--- config.mk ---
export PLATFORM = sky130hd
export DESIGN_NAME = aes_encrypt_ctrl
export DESIGN_NICKNAME = d
export VERILOG_FILES = /design/src/rtl/aes_encrypt_ctrl.sv
export SDC_FILE = /design/constraint.sdc
export NUM_CORES = 1
export LEC_CHECK = 0
export CORE_AREA = 2 2 406 408
export DETAILED_ROUTE_END_ITERATION = 16
export DIE_AREA = 0 0 408 410
export GPL_ROUTABILITY_DRIVEN = 0
export PLACE_DENSITY = 0.38
export RECOVER_POWER = 50
export SETUP_SLACK_MARGIN = 0.2
export SYNTH_ARGS = -nofsm -noshare
export SYNTH_HDL_FRONTEND = slang
export SYNTH_SLANG_ARGS = --single-unit
--- constraint.sdc ---
create_clock -name clk -period 2 [get_ports clk]
set_clock_uncertainty 0.1 [all_clocks]
set_input_delay 0.4 -clock clk [delete_from_list [all_inputs] [get_ports clk]]
set_output_delay 0.4 -clock clk [all_outputs]
set_load 0.01 [all_outputs]
--- src/rtl/aes_encrypt_ctrl.sv ---
// Iterative AES-128 encryption sequencer: owns the state and round-key registers and steps
// external combinational round / key-expansion units through rounds 1..10.
module aes_encrypt_ctrl #(
    parameter int unsigned DP_WAIT = 0
) (
    input  logic         clk,
    input  logic         rst_n,
    input  logic         in_valid,
    output logic         in_ready,
    input  logic [127:0] in_pt,
    input  logic [127:0] in_key,
    output logic         out_valid,
    input  logic         out_ready,
    output logic [127:0] out_ct,
    output logic [127:0] dp_state,
    output logic [127:0] dp_key,
    output logic         dp_final,
    input  logic [127:0] dp_result,
    output logic [127:0] ks_key,
    output logic [7:0]   ks_rcon,
    input  logic [127:0] ks_next,
    output logic [3:0]   round,
    output logic         busy
);

    typedef enum logic [1:0] {
        IDLE,
        RUN,
        DONE
    } fsm_t;

    fsm_t         fsm;
    fsm_t         fsm_next;
    logic [127:0] state_reg;
    logic [127:0] key_reg;
    logic [127:0] ct_reg;
    logic [3:0]   round_reg;
    logic [2:0]   wait_cnt;
    logic         accept;
    logic         capture;
    logic         last_round;
    logic         handoff;

    always_comb begin
        accept     = (fsm == IDLE) && in_valid;
        capture    = (fsm == RUN) && (wait_cnt == 3'(DP_WAIT));
        last_round = capture && (round_reg == 4'd10);
        handoff    = (fsm == DONE) && out_ready;
    end

    always_ff @(posedge clk or negedge rst_n) begin
        if (!rst_n) begin
            fsm <= IDLE;
        end else begin
            fsm <= fsm_next;
        end
    end

    always_comb begin
        fsm_next = fsm;
        case (fsm)
            IDLE:    if (accept)     fsm_next = RUN;
            RUN:     if (last_round) fsm_next = DONE;
            DONE:    if (handoff)    fsm_next = IDLE;
            default: fsm_next = IDLE;
        endcase
    end

    // out_valid is exactly "in DONE": it is set by the final capture and cleared by the handoff.
    always_comb begin
        in_ready  = (fsm == IDLE);
        busy      = (fsm == RUN);
        out_valid = (fsm == DONE);
        dp_final  = (round_reg == 4'd10);
        dp_state  = state_reg;
        dp_key    = ks_next;
        ks_key    = key_reg;
        out_ct    = ct_reg;
        round     = round_reg;
        case (round_reg)
            4'd1:    ks_rcon = 8'h01;
            4'd2:    ks_rcon = 8'h02;
            4'd3:    ks_rcon = 8'h04;
            4'd4:    ks_rcon = 8'h08;
            4'd5:    ks_rcon = 8'h10;
            4'd6:    ks_rcon = 8'h20;
            4'd7:    ks_rcon = 8'h40;
            4'd8:    ks_rcon = 8'h80;
            4'd9:    ks_rcon = 8'h1B;
            4'd10:   ks_rcon = 8'h36;
            default: ks_rcon = 8'h00;
        endcase
    end

    always_ff @(posedge clk or negedge rst_n) begin
        if (!rst_n) begin
            state_reg <= '0;
            key_reg   <= '0;
            ct_reg    <= '0;
            round_reg <= '0;
            wait_cnt  <= '0;
        end else if (accept) begin
            state_reg <= in_pt ^ in_key;
            key_reg   <= in_key;
            round_reg <= 4'd1;
            wait_cnt  <= '0;
        end else if (fsm == RUN) begin
            if (capture) begin
                state_reg <= dp_result;
                key_reg   <= ks_next;
                wait_cnt  <= '0;
                if (round_reg == 4'd10) begin
                    ct_reg    <= dp_result;
                    round_reg <= '0;
                end else begin
                    round_reg <= round_reg + 4'd1;
                end
            end else begin
                wait_cnt <= wait_cnt + 3'd1;
            end
        end
    end

endmodule

==> flow_summary.toml <==
[setup_path]
cp_num_cells = 6
cp-endpoint = "ks_rcon[2]"
arrival_ns = 1.84
rr_endpoint = "dp_state[29]"
crit_type = "reg -> out"
slowest_delay_ns = 0.45
slowest_stage = "dfrtp_2"
r2r_cells = 7
cp_num_buf_inv = 3
startpoint = "round[1]"
cp_top_family = "flip-flops"
setup.worst_path.start_class = "flop"
regToRegStartpoint = "fsm[1]"
r2r_setup_slack_ns = -0.23
crit_path_frequent_cell = "buf_6"
crit_path_end_kind = "primary output"
path_max_fanout = 4
path_cells = "buf_6, ha_4, ha_1, inv_1, o21ai_2, buf_6"
worstPathRequired_ns = 1.50

[finish]
final_core_util_pct = 22.8
final_area_um2 = 37300
fill_cells = 17800
layout_commonest_cell = "clkdlybuf4s50_1"
mostFrequentLayoutCells = "487 x clkdlybuf4s50_1, 382 x dfrtp_1, 357 x buf_2"
nNetsFinal = 3456
drive_gt1_share_pct = 41.6
syn_to_final_growth_pct = 102
stdcell_count = 5171

[cts]
cts-htree-levels = 2
cts_tree = "built"
cts_made_buffers = 55
cts_sinks = 393
clk_pin_slew_ns = 0.06
clk_latency_ns = 0.65
cts_root_buffer = "clkbuf_16"
clockBufferDepth = 3

[run]
max_cap_violations = 0

[yosys]
synth_edf_count = 0
synth_top_area_share_pct = 53.3
synthFlopType = "dfrtp_1"
avgSynthCellArea_um2 = 10.6
async_reset_ff_share_pct = 100
syn-num-nets = 2256
synth_compound_area_share_pct = 11.2
synthCells = 1732
yosys-mux-area-fraction_pct = 7.82
ys_seq_area_share_pct = 53.3
ys_types = 40
ys.warnings.count = 0
ys_seq_elements = 393
yosys.area_share.simple_pct = 12.2
synthAdderAreaFrac_pct = 0.543
yosysTopAreaCell = "dfrtp_1"
syn_area_um2 = 18400
synth_xor_area_share_pct = 6.13
synth_area_leaders = "dfrtp_1 53%, mux2_2 7.0%, buf_4 5.8%"
synth_top_family_by_area = "simple AND/OR/NAND/NOR gates"

[worst_hold_path]
min-delay-path-class = "in -> reg"
hold_depth = 3

[global_routing]
antenna_found_initial = 52
grt.busiest_layer = "met2"
grtUsageMet2_pct = 26.0
grt_util_met3_pct = 4.22
grt.overflow.total = 0
grt_max_degree = 63
use_met1_pct = 20.1
first_global_vias = 19200
grt_first_pass_wirelength_um = 179000
grt_use_total_pct = 15.5

[place]
dp_hpwl_um = 104000
place_ws_ns = -0.297
dp.cells = 4891
portBuffers = 1043
dpl_cell_area_um2 = 32000

[route]
wl_per_cell_um = 27.6
drtIter0Drc = 1019
vias = 19200
dr.pass1.iters = 5
drt_wl_total_um = 143000
drc = 0
ant_nets = 0
routed_via_density = 3.71

[floorplan]
die_x_um = 408
die_h_um = 410
dieArea_um2 = 167000
rows = 149
ios = 1044
initial_core_util_pct = 11.3
design.core.area_um2 = 163000

[sta]
setup_viol = 373
min_period_ns = 2.34
slew-limit-headroom_pct = 13.3
rsz0062_at_grt = "true"
timing.final.ws_setup_ns = -0.344
timing_worst_slew_pin_value_ns = 1.30
drv_slew = 0
fmax_ghz = 0.427
finalHoldViolCount = 0
fin_crit_sh_pct = 117

[power]
p_leak_uw = 0.0164
vdd_drop_max_uv = 805
p_per_area_nw_per_um2 = 1590

[outcome]
status = "finished with violations"
violations = "setup timing"
==> worst reg2reg max path, stage by stage, from the launching register on <==
cell,delay [ns]
dfrtp_1,0.40
buf_6,0.15
or3b_1,0.64
buf_12,0.28
buf_16,0.17
buf_8,0.17
nor2_1,0.13
a221o_1,0.13
==> where the power goes <==
group / internal (µW) / switching, µW / total (µW)
clock network: 5970 / 4300 / 10300
registers: 12100 / 2680 / 14700
logic: 16800 / 17300 / 34000
total: 34800 / 24300 / 59100
==> cells in the mapped netlist, types with 2 or more instances <==
| cell type | count |
|---|---|
| buf_6 | 6 |
| inv_1 | 8 |
| dfrtp_1 | 393 |
| nand2_1 | 213 |
| a221o_1 | 79 |
| buf_1 | 6 |
| ha_1 | 8 |
| nand2b_1 | 2 |
| nor2b_1 | 6 |
| a31oi_1 | 79 |
| buf_4 | 143 |
| a22oi_1 | 49 |
| o21ai_0 | 5 |
| nor2_1 | 211 |
| nand3_1 | 54 |
| o22ai_1 | 50 |
| xor2_1 | 49 |
| mux2_2 | 115 |
| xnor2_1 | 80 |
| a21oi_1 | 3 |
| buf_2 | 59 |
| clkbuf_1 | 36 |
| mux2_1 | 13 |
| nor3_1 | 49 |
==> metal layers <==
metal | wire length (µm) | vias up
li1 | - | 8394
met1 | 62200 | 9801
met2 | 68500 | 786
met3 | 9210 | 180
met4 | 2790 | 12
met5 | 64 | -
==> layout make-up <==
cell class	count	area [µm²]	share of cell area, %
multi-input cells	1081	8960	24.0
diodes	6	15.0	0.0403
clock inverters	17	198	0.531
repair buffers	1393	13800	37.1
flip-flops and latches	393	9850	26.4
inverters	8	37.5	0.101
well taps	2189	2740	7.35
clock buffers	84	1630	4.37
==> stage by stage <==
stage	TNS, ns	hold slack [ns]	total power [µW]
after detailed placement	-45.80	0.228	42400
final	-35.32	0.0153	59100
after floorplan	0	0.00441	25100
after CTS	-27.18	0.0806	54400
after global placement	-45.44	0.231	42400
after global routing	-77.83	-0.0197	62200
==> how the worst min path moves through the flow <==
stage | start | endpoint | slack, ns
global route | ks_next[124] | ks_key[124] | -0.02
finish | ks_next[124] | ks_key[124] | 0.02
detailed placement | rst_n | out_ct[103] | 0.23
global placement | rst_n | out_ct[103] | 0.23
floorplan | rst_n | dp_state[0] | 0.004
CTS | ks_next[53] | ks_key[53] | 0.08
==> what timing repair did <==
item | 4_1_cts | 5_1_grt
pin swaps | 38 | 297
endpoints found under the hold margin | 230 | 0
buffers inserted | 64 | 39
gates resized for setup | 1908 | 507
cloned | 33 | 36
hold buffers | 1 | 0
setup endpoints to repair | 900 | 509
==> cells by family (layout without fill, tap and decap cells) <==
family,count (synthesis),in the layout
and+or+nand+nor,544,544
DFF,393,393
AOI/OAI and AO/OA,272,272
muxes,128,128
buffers and inverters,258,1502
other,0,6
adders and majority gates,8,8
xor gates and xnor gates,129,129
No activity file was read; power rests on OpenSTA's default activity.
